File: src/rtl/pdp8_pkg.sv
// Shared PDP-8 front-panel types, RIM loader constants and boot states.
// Declarations only: no latency, no flow control.
package pdp8_pkg;

  typedef logic [11:0] word12_t;

  localparam word12_t     RIM_START = 12'o7756;
  localparam int unsigned RIM_LEN   = 16;

  typedef enum logic [2:0] {
    IDLE,
    ARM,
    WAIT,
    LOAD,
    SETPC,
    RELEASE,
    ERROR
  } boot_state_t;

endpackage

File: src/rtl/debounce.sv
// Front-panel switch debouncer: 2-flop synchroniser plus stability counter.
// Latency: 2 sync clocks + 2**DEBOUNCE_BITS stable clocks; no backpressure.
module debounce #(
  parameter int unsigned DEBOUNCE_BITS = 16
) (
  input  logic clk,
  input  logic reset_n,
  input  logic raw,
  output logic level,
  output logic rise
);

  logic [1:0]               r_sync;
  logic [DEBOUNCE_BITS-1:0] r_cnt;
  logic                     r_level;
  logic                     r_rise;

  always_ff @(posedge clk or negedge reset_n) begin
    if (!reset_n) begin
      r_sync  <= '0;
      r_cnt   <= '0;
      r_level <= 1'b0;
      r_rise  <= 1'b0;
    end else begin
      r_sync <= {r_sync[0], raw};
      r_rise <= 1'b0;
      if (r_sync[1] == r_level) begin
        r_cnt <= '0;
      end else if (r_cnt == '1) begin
        // rise is registered alongside the level so it is exactly one cycle wide
        r_cnt   <= '0;
        r_level <= ~r_level;
        r_rise  <= ~r_level;
      end else begin
        r_cnt <= r_cnt + 1'b1;
      end
    end
  end

  assign level = r_level;
  assign rise  = r_rise;

endmodule

File: src/rtl/boot_sequencer.sv
// Boot controller: debounced BOOT starts the RIM loader, muxes its writes, then loads PC.
// Latency: 1 clk debounced edge->ldr_start, loading fall->pc_load, pc_load->release; no backpressure.
module boot_sequencer
  import pdp8_pkg::*;
#(
  parameter int unsigned DEBOUNCE_BITS = 16,
  parameter word12_t     START_ADDR    = RIM_START,
  parameter int unsigned RIM_WORDS     = RIM_LEN,
  parameter int unsigned ARM_TIMEOUT   = 8
) (
  input  logic    clk,
  input  logic    reset_n,
  input  logic    btn_boot,
  output logic    ldr_start,
  input  logic    ldr_loading,
  input  word12_t ldr_address,
  input  word12_t ldr_data,
  input  logic    ldr_we,
  input  word12_t cpu_address,
  input  word12_t cpu_data,
  input  logic    cpu_we,
  output word12_t mem_address,
  output word12_t mem_data,
  output logic    mem_we,
  output logic    cpu_halt,
  output logic    pc_load,
  output word12_t pc_value,
  output logic    busy,
  output logic    boot_error
);

  localparam int unsigned TMR_W = $clog2(ARM_TIMEOUT + 1);

  boot_state_t      r_state;
  boot_state_t      w_state_nxt;
  logic [TMR_W-1:0] r_timer;
  logic [4:0]       r_words;
  logic             w_level;
  logic             w_rise;
  logic             w_req;

  debounce #(
    .DEBOUNCE_BITS (DEBOUNCE_BITS)
  ) u_debounce (
    .clk     (clk),
    .reset_n (reset_n),
    .raw     (btn_boot),
    .level   (w_level),
    .rise    (w_rise)
  );

  assign w_req = w_rise & w_level;

  always_ff @(posedge clk or negedge reset_n) begin
    if (!reset_n) begin
      r_state <= IDLE;
      r_timer <= '0;
      r_words <= '0;
    end else begin
      r_state <= w_state_nxt;
      if (r_state == WAIT) r_timer <= r_timer + 1'b1;
      else                 r_timer <= '0;
      // word count saturates so a runaway loader cannot alias back to RIM_WORDS
      if (r_state == ARM) begin
        r_words <= '0;
      end else if (r_state == LOAD && ldr_loading && ldr_we && r_words != '1) begin
        r_words <= r_words + 1'b1;
      end
    end
  end

  always_comb begin
    w_state_nxt = r_state;
    ldr_start   = 1'b0;
    cpu_halt    = 1'b0;
    busy        = 1'b0;
    pc_load     = 1'b0;
    pc_value    = '0;
    boot_error  = 1'b0;
    case (r_state)
      IDLE: begin
        if (w_req) w_state_nxt = ARM;
      end
      ARM: begin
        ldr_start   = 1'b1;
        cpu_halt    = 1'b1;
        busy        = 1'b1;
        w_state_nxt = WAIT;
      end
      WAIT: begin
        cpu_halt = 1'b1;
        busy     = 1'b1;
        if (ldr_loading)                                w_state_nxt = LOAD;
        else if (r_timer == TMR_W'(ARM_TIMEOUT - 1))   w_state_nxt = ERROR;
      end
      LOAD: begin
        cpu_halt = 1'b1;
        busy     = 1'b1;
        if (!ldr_loading) w_state_nxt = (r_words == 5'(RIM_WORDS)) ? SETPC : ERROR;
      end
      SETPC: begin
        pc_load     = 1'b1;
        pc_value    = START_ADDR;
        cpu_halt    = 1'b1;
        busy        = 1'b1;
        w_state_nxt = RELEASE;
      end
      RELEASE: begin
        w_state_nxt = IDLE;
      end
      ERROR: begin
        boot_error = 1'b1;
        cpu_halt   = 1'b1;
        if (w_req) w_state_nxt = ARM;
      end
      default: w_state_nxt = IDLE;
    endcase
  end

  // Halted states coincide with the states that must block CPU writes.
  always_comb begin
    if (ldr_loading) begin
      mem_address = ldr_address;
      mem_data    = ldr_data;
      mem_we      = ldr_we;
    end else begin
      mem_address = cpu_address;
      mem_data    = cpu_data;
      mem_we      = cpu_we & ~cpu_halt;
    end
  end

endmodule
File: config.mk
export PLATFORM = sky130hd
export DESIGN_NAME = boot_sequencer
export DESIGN_NICKNAME = d
export VERILOG_FILES = /design/src/rtl/pdp8_pkg.sv /design/src/rtl/debounce.sv /design/src/rtl/boot_sequencer.sv
export SDC_FILE = /design/constraint.sdc
export NUM_CORES = 1
export LEC_CHECK = 0
export BUFFER_PORTS_ARGS = -buffer_cell sky130_fd_sc_hd__buf_2
export CAP_MARGIN = 10
export CORE_AREA = 2 2 76 64
export CTS_BUF_LIST = sky130_fd_sc_hd__clkbuf_8
export DETAILED_ROUTE_END_ITERATION = 10
export DIE_AREA = 0 0 78 66
export PLACE_DENSITY_LB_ADDON = 0.2
export SLEW_MARGIN = 25
export SYNTH_ARGS = -nofsm -noshare
export SYNTH_HDL_FRONTEND = slang
export SYNTH_SLANG_ARGS = --single-unit
File: constraint.sdc
create_clock -name clk -period 2.4 [get_ports clk]
set_input_delay 0.12 -clock clk [delete_from_list [all_inputs] [get_ports clk]]
set_output_delay 0.12 -clock clk [all_outputs]
set_load 0.05 [all_outputs]
==> impl_metrics.ini <==
[status]
status = finished, final reports clean

[logic_synthesis]
yosysSeqAreaShare_pct = 39.53
synth-async-reset-ratio_pct = 100.0
syn-cell-area_um2 = 2026
synth_cells = 196
synth_seq_cells = 32
yosys.area.top_type = dfrtp_1
yosys.cell_types.count = 36
netlist.area_leader.share_pct = 39.53
ys_top_cells_by_area = dfrtp_1 40%, mux2_2 14%, xor2_1 5.6%
ys.flop_type = dfrtp_1
synth_enable_flop_cells = 0
syn_area_per_cell_um2 = 10.34
ys.warnings.count = 0

[clocking]
cts_max_level = 2
cts_tree = yes
cts_root_buf = clkbuf_8
post_cts_buffers = 0
clk_latency_ns = 0.28
cts_made_buffers = 5
cts_sinks = 32
path_clk_slew_ns = 0.07
cts_buffer_depth = 2

[timing]
finClkSkew_ns = 0.005620
final.min_clock_period_ns = 1.879
fin_setup_tns_ns = 0
slew_viol_final = 0
rsz0062_at_grt = no
setup_viol = 0
fmax_mhz = 532.1
hold_viol_final = 0
slew_headroom_pct = 52.81
fin_crit_sh_pct = 78.30
tightestPinTransition_ns = 0.7078

[global_route]
overflow = 0
grt_usage_pct = 16.38
antenna_found_initial = 0
grt_max_degree = 33
grt_pass1_wl_um = 6679
grt_pass1_vias = 1494

[worst_setup_path]
r2r_end = r_words[4]
end_kind = register
timing.rr.start = r_words[0]
crit_arrival_ns = 2.05
ff2ff_setup_slack_ns = 0.52
worstPathRequired_ns = 2.57
ff2ff_path_depth = 7
crit_type = reg2reg
crit_path_start = r_words[0]
critPathMaxFanout = 4
startpoint_type = register

[drt]
via_count = 1638
routed_via_density = 4.832
wl_per_cell_um = 12.25
drtPass1Iterations = 4
drtAntennaViolNets = 0
drc = 0
drt-initial-drc-count = 55
wl_um = 4154

[power_and_ir_drop]
p_leak_nw = 1.308
power_density_nw_per_um2 = 541.7
ir_worst_vdd_mv = 0.3695
power_mw = 1.394

[placement]
io_buffers = 93
gp_congestion = 0.8327
place_hpwl_um = 3194
dpl-instance-area_um2 = 2426

[floorplanning]
dieArea_um2 = 5148
fp.coreArea_um2 = 4404
chipHeight_um = 66
start_util_pct = 45.99
die_w_um = 78
rows = 22
io_pins = 96

[finish]
antenna_cells = 0
seq_area_um2 = 800.8
drive_above_1_share_pct = 48.03
final_cell_mix = 93 x buf_2, 32 x dfrtp_1, 25 x mux2_2
areaGrowthSynthToFinish_pct = 26.99
final_area_um2 = 2572
fin_nets = 337
layout_commonest_cell = buf_2
fin_util_pct = 58.41
num-fill-cells = 385
multi_input_area_um2 = 1047

[min_path]
min_to = u_debounce.r_sync[1]
hold_depth = 0
hold_start = u_debounce.r_sync[0]
holdCritPathClass = reg2reg

[job]
timing.max_cap.violations = 0
cells in the mapped netlist (4+ instances only):
cell type and instances:
nor3b_1 4, xnor2_1 8, xor2_1 13, ha_1 5
and4_1 4, nand3_1 7, nor3_1 5, dfrtp_1 32
inv_1 6, buf_4 13, buf_2 5, nand2_1 7
nor2_1 22, nand4_1 6, mux2_2 25
how the worst max path moves through the flow:
stage | end | slack, ns | cells after the start
2_1_floorplan | mem_we | 0.15 | 3
3_3_place_gp | r_words[1] | 0.56 | 7
3_5_place_dp | r_words[1] | 0.53 | 7
4_1_cts | r_words[4] | 0.52 | 7
5_1_grt | r_words[1] | 0.38 | 7
6_report | r_words[4] | 0.52 | 7
area by class of cell:
cell class	instances	area share, %
clock inverter	1	1.167
inverter	6	0.8755
clock buffer	7	3.745
multi-input combinational	136	40.71
timing repair buffer	97	19.46
tap	60	2.918
sequential	32	31.13
registers in the layout, summed over array words and instances, names as in the netlist:
| signal | cells |
|---|---|
| u_debounce.rise | 1 |
| r_words | 5 |
| r_timer | 4 |
| r_state | 3 |
| u_debounce.r_sync | 2 |
| u_debounce.level | 1 |
| u_debounce.r_cnt | 16 |
repair_timing:
item | 4_1_cts | 5_1_grt
hold endpoints to repair | 33 | 0
hold buffers | 2 | 0
gates resized for setup | 0 | 0
layer usage:
| metal | GRT usage, % | up-vias | part of all wire (%) |
|---|---|---|---|
| li1 | - | 824 | - |
| met1 | 21.39 | 760 | 46 |
| met2 | 26.29 | 51 | 47 |
| met3 | 5.191 | 3 | 6.4 |
| met4 | 4.605 | 0 | 0.55 |
| met5 | 0 | - | 0 |
logic make-up (layout without fill, tap and decap cells):
logic type               count (synthesis)  count (layout)  synth area share [%]
multiplexers                            27              27                 14.89
flip-flops                              32              32                 39.53
XOR/XNOR                                21              21                 9.080
AND/OR/NAND/NOR                         70              70                 20.63
AO/OA/AOI/OAI                           10              10                 2.903
adder cells (fa/ha/maj)                  6               6                 3.582
buffers and inverters                   29             111                 9.202
other                                    1               2                0.1851
power by group:
| group | internal (mW) | switching (mW) | leakage (nW) |
|---|---|---|---|
| clock | 0.366 | 0.195 | 0.0645 |
| sequential | 0.548 | 0.00790 | 0.437 |
| combinational | 0.0920 | 0.185 | 0.807 |
| total | 1.01 | 0.388 | 1.31 |
worst max-delay path, stage by stage, from the launching register on:
cell	delay [ns]
dfrtp_1	0.41
ha_1	0.22
and3_1	0.18
ha_1	0.16
nand2b_1	0.26
nor3_4	0.27
mux2i_1	0.21
nor2_1	0.05
metrics by stage:
| stage | cells | worst slack (ns) | hold WS (ns) |
|---|---|---|---|
| after global placement | 329 | 0.5569 | 0.2172 |
| after detailed placement | 329 | 0.5314 | 0.2164 |
| after floorplan | 197 | 0.1541 | -0.1756 |
| after global routing | 339 | 0.3811 | 0.3897 |
| final | 339 | 0.5207 | 0.3727 |
| after CTS | 339 | 0.5153 | 0.3783 |
No activity file was read; power rests on OpenSTA's default activity.
